[src/rtl/seq_det_pkg.sv]
// Shared constants, configuration record and width helper for the serial pattern detector.
package seq_det_pkg;

  // Storage widths for the configuration record; MAX_LEN must not exceed CFG_PAT_W.
  localparam int CFG_PAT_W = 32;
  localparam int CFG_LEN_W = 8;

  localparam int         DEF_MAX_LEN = 8;
  localparam int         DEF_CNT_W   = 8;
  localparam logic [7:0] DEF_PATTERN = 8'h01;
  localparam int         DEF_LEN     = 2;
  localparam bit         DEF_OVERLAP = 1'b1;

  function automatic int lw_f(input int max_len);
    return $clog2(max_len + 1);
  endfunction

  typedef struct packed {
    logic [CFG_PAT_W-1:0] pattern;
    logic [CFG_LEN_W-1:0] len;
    logic                 overlap;
  } cfg_t;

endpackage

[src/rtl/seq_det_hist.sv]
// Sample history shift register and fill counter; fill tracks how many valid bits are in hist.
module seq_det_hist #(
  parameter int MAX_LEN = 8,
  parameter int LW      = 4
) (
  input  logic               clk_i,
  input  logic               en_i,
  input  logic               a_i,
  input  logic               clr_i,
  output logic [MAX_LEN-1:0] hist_next_o,
  output logic [LW-1:0]      fill_next_o
);

  logic [MAX_LEN-1:0] hist_q;
  logic [LW-1:0]      fill_q;

  // Next values ignore clr so the match logic can feed clr without a loop.
  always_comb begin
    hist_next_o = hist_q;
    fill_next_o = fill_q;
    if (en_i) begin
      hist_next_o = {hist_q[MAX_LEN-2:0], a_i};
      fill_next_o = (fill_q == LW'(MAX_LEN)) ? fill_q : fill_q + LW'(1);
    end
  end

  always_ff @(posedge clk_i) begin
    if (clr_i) begin
      hist_q <= '0;
      fill_q <= '0;
    end else begin
      hist_q <= hist_next_o;
      fill_q <= fill_next_o;
    end
  end

endmodule

[src/rtl/pattern_sequence_detector.sv]
// Runtime-configurable serial pattern detector with overlap control and a saturating match counter.
module pattern_sequence_detector #(
  parameter int                 MAX_LEN     = seq_det_pkg::DEF_MAX_LEN,
  parameter int                 CNT_W       = seq_det_pkg::DEF_CNT_W,
  parameter logic [MAX_LEN-1:0] DEF_PATTERN = MAX_LEN'(seq_det_pkg::DEF_PATTERN),
  parameter int                 DEF_LEN     = seq_det_pkg::DEF_LEN,
  parameter bit                 DEF_OVERLAP = seq_det_pkg::DEF_OVERLAP,
  localparam int                LW          = seq_det_pkg::lw_f(MAX_LEN)
) (
  input  logic               clk_i,
  input  logic               rst_i,
  input  logic               en_i,
  input  logic               a_i,
  input  logic               cfg_we_i,
  input  logic [MAX_LEN-1:0] cfg_pattern_i,
  input  logic [LW-1:0]      cfg_len_i,
  input  logic               cfg_overlap_i,
  input  logic               cnt_clr_i,
  output logic               y_o,
  output logic [CNT_W-1:0]   match_count_o,
  output logic               cfg_err_o
);

  import seq_det_pkg::*;

  localparam cfg_t CFG_RST = '{pattern: CFG_PAT_W'(DEF_PATTERN),
                               len:     CFG_LEN_W'(DEF_LEN),
                               overlap: DEF_OVERLAP};

  cfg_t               cfg_q, cfg_d;
  logic               y_q, y_d;
  logic               err_q, err_d;
  logic [CNT_W-1:0]   cnt_q, cnt_d;
  logic               cfg_ok, sample, match, hist_clr;
  logic [MAX_LEN-1:0] hist_next;
  logic [LW-1:0]      fill_next;
  logic [CFG_PAT_W-1:0] mask, diff;

  assign cfg_ok = cfg_we_i && (cfg_len_i != '0) && (cfg_len_i <= LW'(MAX_LEN));
  assign sample = en_i && !cfg_we_i;

  // Only the newest len bits take part; a shift of CFG_PAT_W yields an all-ones mask.
  assign mask  = ~({CFG_PAT_W{1'b1}} << cfg_q.len);
  assign diff  = (CFG_PAT_W'(hist_next) ^ cfg_q.pattern) & mask;
  assign match = sample && (CFG_LEN_W'(fill_next) >= cfg_q.len) && (diff == '0);

  // Non-overlap restart clears history too; fill alone would suffice but this keeps it uniform.
  assign hist_clr = rst_i || cfg_ok || (match && !cfg_q.overlap);

  seq_det_hist #(
    .MAX_LEN (MAX_LEN),
    .LW      (LW)
  ) u_hist (
    .clk_i       (clk_i),
    .en_i        (sample),
    .a_i         (a_i),
    .clr_i       (hist_clr),
    .hist_next_o (hist_next),
    .fill_next_o (fill_next)
  );

  always_comb begin
    cfg_d = cfg_q;
    y_d   = match;
    err_d = cfg_we_i && !cfg_ok;
    cnt_d = cnt_q;
    if (cfg_ok) begin
      cfg_d = '{pattern: CFG_PAT_W'(cfg_pattern_i),
                len:     CFG_LEN_W'(cfg_len_i),
                overlap: cfg_overlap_i};
      cnt_d = '0;
    end else if (cnt_clr_i) begin
      cnt_d = '0;
    end else if (match && (cnt_q != '1)) begin
      cnt_d = cnt_q + CNT_W'(1);
    end
  end

  always_ff @(posedge clk_i) begin
    if (rst_i) begin
      cfg_q <= CFG_RST;
      y_q   <= 1'b0;
      err_q <= 1'b0;
      cnt_q <= '0;
    end else begin
      cfg_q <= cfg_d;
      y_q   <= y_d;
      err_q <= err_d;
      cnt_q <= cnt_d;
    end
  end

  assign y_o           = y_q;
  assign match_count_o = cnt_q;
  assign cfg_err_o     = err_q;

endmodule
[config.mk]
export PLATFORM = sky130hd
export DESIGN_NAME = pattern_sequence_detector
export DESIGN_NICKNAME = d
export VERILOG_FILES = /design/src/rtl/seq_det_pkg.sv /design/src/rtl/seq_det_hist.sv /design/src/rtl/pattern_sequence_detector.sv
export SDC_FILE = /design/constraint.sdc
export NUM_CORES = 1
export LEC_CHECK = 0
export CELL_PAD_IN_SITES_DETAIL_PLACEMENT = 1
export CELL_PAD_IN_SITES_GLOBAL_PLACEMENT = 2
export CORE_MARGIN = 5
export CORE_UTILIZATION = 34
export DETAILED_ROUTE_END_ITERATION = 12
export DONT_BUFFER_PORTS = 1
export PLACE_DENSITY_LB_ADDON = 0.1
export SETUP_SLACK_MARGIN = 0.2
export SYNTH_ARGS = -nofsm -noshare
export SYNTH_HDL_FRONTEND = slang
export SYNTH_SLANG_ARGS = --single-unit
export TNS_END_PERCENT = 5
[constraint.sdc]
create_clock -name clk_i -period 2.6 [get_ports clk_i]
set_input_delay 0.39 -clock clk_i [delete_from_list [all_inputs] [get_ports clk_i]]
set_output_delay 0.39 -clock clk_i [all_outputs]
set_load 0.01 [all_outputs]
==> flow_summary.toml <==
[run_status]
status = "complete, but fails checks"
violations = "negative setup slack"

[drt]
drc = 0
ant_nets = 0
drtIter0Drc = 64
vias = 1483
firstDrtPassIters = 4
viasPerCell = 5.185
wl_per_cell_um = 15.98
drt_wl_total_mm = 4.571

[yosys]
yosys.area.top_type = "dfxtp_1"
synthFlopType = "dfxtp_1"
syn_area_um2 = 1712
ys_async_sr_fraction_pct = 0
seq_area_frac_synth_pct = 40.94
yosys-top-cells-area = "dfxtp_1 (41%), mux2i_1 (11%), nor2_1 (5.7%)"
synth_cells = 191
synth_top_cell_area_share_pct = 40.94
syn_nets = 217
ys_ff_latch = 35
syn_area_per_cell_um2 = 8.961
ys_warn_count = 0
synth_edf_count = 0
yosysUniqueCellTypes = 37

[critical_path]
start_kind = "flip-flop"
cp_max_fo = 6
cp-end-kind = "flip-flop"
path_class = "reg2reg"
r2r_slack_ns = -0.10
path_cells = "inv_2, ha_4, buf_4, a21oi_2, mux2_4, ha_4, nand2_1, o21a_1, a2111oi_4, buf_4, o211ai_4, or4_4, a21oi_2"
crit_path_max_incr_delay_ns = 0.52
cpMaxStageDelayCell = "or4_4"
cp.arrival_ns = 2.91
required_ns = 2.81

[clock_network]
clock_latency_ns = 0.28
clock_sinks = 35
cts_tree = "yes"
cts_buffer_depth = 2
path_clk_slew_ns = 0.07
holdBufCountCts = 0
htree_num_levels = 2
ctsRootBufferMaster = "clkbuf_8"
cts_buffers = 5

[sta]
fin_crit_ns = 2.701
slew_viol_final = 0
grt_setup_unrepaired = "yes"
holdWs_ns = 0.1688
hold_violations = 0
fin_tns_setup_ns = -1.301
clock.fmax_mhz = 370.2
period_share_pct = 103.9
finalWorstSetupSlack_ns = -0.1013
tightest_slew_ns = 0.7182
maxSlewHeadroom_pct = 51.75
finClkSkew_ns = 0.005624
setup_viol = 19

[pwr]
powerDensity_nw_per_um2 = 483.3
leakagePower_nw = 0.8513
total_power_mw = 1.068
ir_drop_v = 0.0002979

[run]
cap_viol_max_count = 0

[global_routing]
grt_max_degree = 16
grt_pass1_vias = 1638
grt_overflow_total = 0
antenna_found_initial = 0
grt_usage_pct = 15.57
grt_pass1_wl_mm = 7.776

[final_layout]
antenna_cells = 0
finalInstanceArea_um2 = 2210
synthToLayoutAreaGrowth_pct = 29.09
drive_gt1_share_pct = 26.03
nNetsFinal = 246
stdcell_count = 286

[place]
portBuffers = 0
hpwl_mm = 3.301
gp_congestion = 0.7714
dp.cells = 272
post_dp_cell_area_um2 = 1911

[die]
die_w_um = 80.95
rows = 25
die_h_um = 80.95
start_util_pct = 35.53
core_area_um2 = 4817
ioPinCount = 29
die-area_um2 = 6553

[min_path]
holdCritPathClass = "in2reg"
-- critical path: cells and delay by family, from the launching register on --
family	cells	cell delay, ns
multiplexers	1	0.29
adder cells (fa/ha/maj)	2	0.40
buffers and inverters	3	0.36
flip-flops	1	0.33
AO/OA/AOI/OAI	5	0.69
AND/OR/NAND/NOR	2	0.56
-- repair_timing --
action,CTS,global route
cloned,2,0
gates resized for setup,30,8
pin swaps,17,6
endpoints found under the setup margin,20,21
setup buffers,6,0
-- through the flow --
stage          worst slack, ns  util [%]
2_1_floorplan          -0.1596         -
3_3_place_gp           -0.2630     39.66
3_5_place_dp           -0.3365     39.66
4_1_cts                -0.1826     45.14
5_1_grt                -0.2496     45.87
6_report               -0.1013     45.87
-- area by class of cell --
class,count,area (µm²)
clock buffers,6,72.57
repair buffers,28,236.5
fillers,592,2608
inverters,11,41.29
flip-flops and latches,35,703.2
multi-input cells,139,1072
well taps,67,83.83
-- cells in the final DEF (no fill, tap or decap), drive strengths merged --
cell type,n
ha,7
o21ai,8
o21a,1
o21bai,1
a31oi,1
a2111oi,1
o31ai,4
xnor2,10
nor4,2
buf,28
a211oi,1
mux2,1
nor2,26
nand3,5
o311a,1
o31a,1
nor3,2
or2b,1
inv,11
a222oi,1
or4,4
nand2b,4
and3,2
mux2i,18
a22oi,2
o211ai,2
nor2b,5
a211o,2
or3,2
clkbuf,6
nand2,11
a21oi,11
nand4,1
and2,1
dfxtp,35
-- final timing paths --
| check | depth (start not counted) | start | endpoint |
|---|---|---|---|
| max reg2reg | 13 | u_hist.fill_q[1] | match_count_o[2] |
| min reg2reg | 2 | u_hist.hist_q[4] | u_hist.hist_q[4] |
| min | 1 | rst_i | cfg_q[4] |
| max | 13 | u_hist.fill_q[1] | match_count_o[2] |
-- Yosys cell counts (2+ instances only) --
library cell  instances
ha_1                  7
and3_1                2
a22oi_1               2
clkbuf_1              3
nand2_1              11
xnor2_1              10
nand3_1               5
o21ai_0               8
o31ai_1               4
buf_6                 2
nor4_1                2
inv_1                11
or3_1                 2
nor2b_1               5
dfxtp_1              35
a21oi_1              11
or4_1                 4
a211o_1               2
nor2_1               26
nor3_1                2
nand2b_1              4
mux2i_1              18
-- per-layer routing --
layer / global-route usage, % / part of all wire [%]
met1: 17.44 / 43
met2: 27.67 / 51
met3: 4.656 / 4.8
met4: 5.743 / 1.2
met5: 0 / 0
-- report_power, final --
part	total (mW)	switching, mW	leakage [nW]	internal (mW)
Sequential	0.564	0.0122	0.285	0.551
Combinational	0.143	0.0741	0.529	0.0688
Clock	0.361	0.183	0.0371	0.179
Total	1.07	0.269	0.851	0.799
-- state kept, by name, summed over array words and instances (netlist names) --
signal / cells
cfg_err_o: 1
u_hist.fill_q: 4
u_hist.hist_q: 8
match_count_o: 8
cfg_q: 13
y_o: 1
-- logic make-up after synthesis --
logic type	after synthesis	share of synthesized area [%]
and+or+nand+nor	66	18.57
AOI/OAI and AO/OA	36	14.18
DFF	35	40.94
muxes	19	11.18
buffers and inverters	18	4.897
xor gates and xnor gates	10	5.117
adders and majority gates	7	5.117
Power figures use the tool's default switching activity.
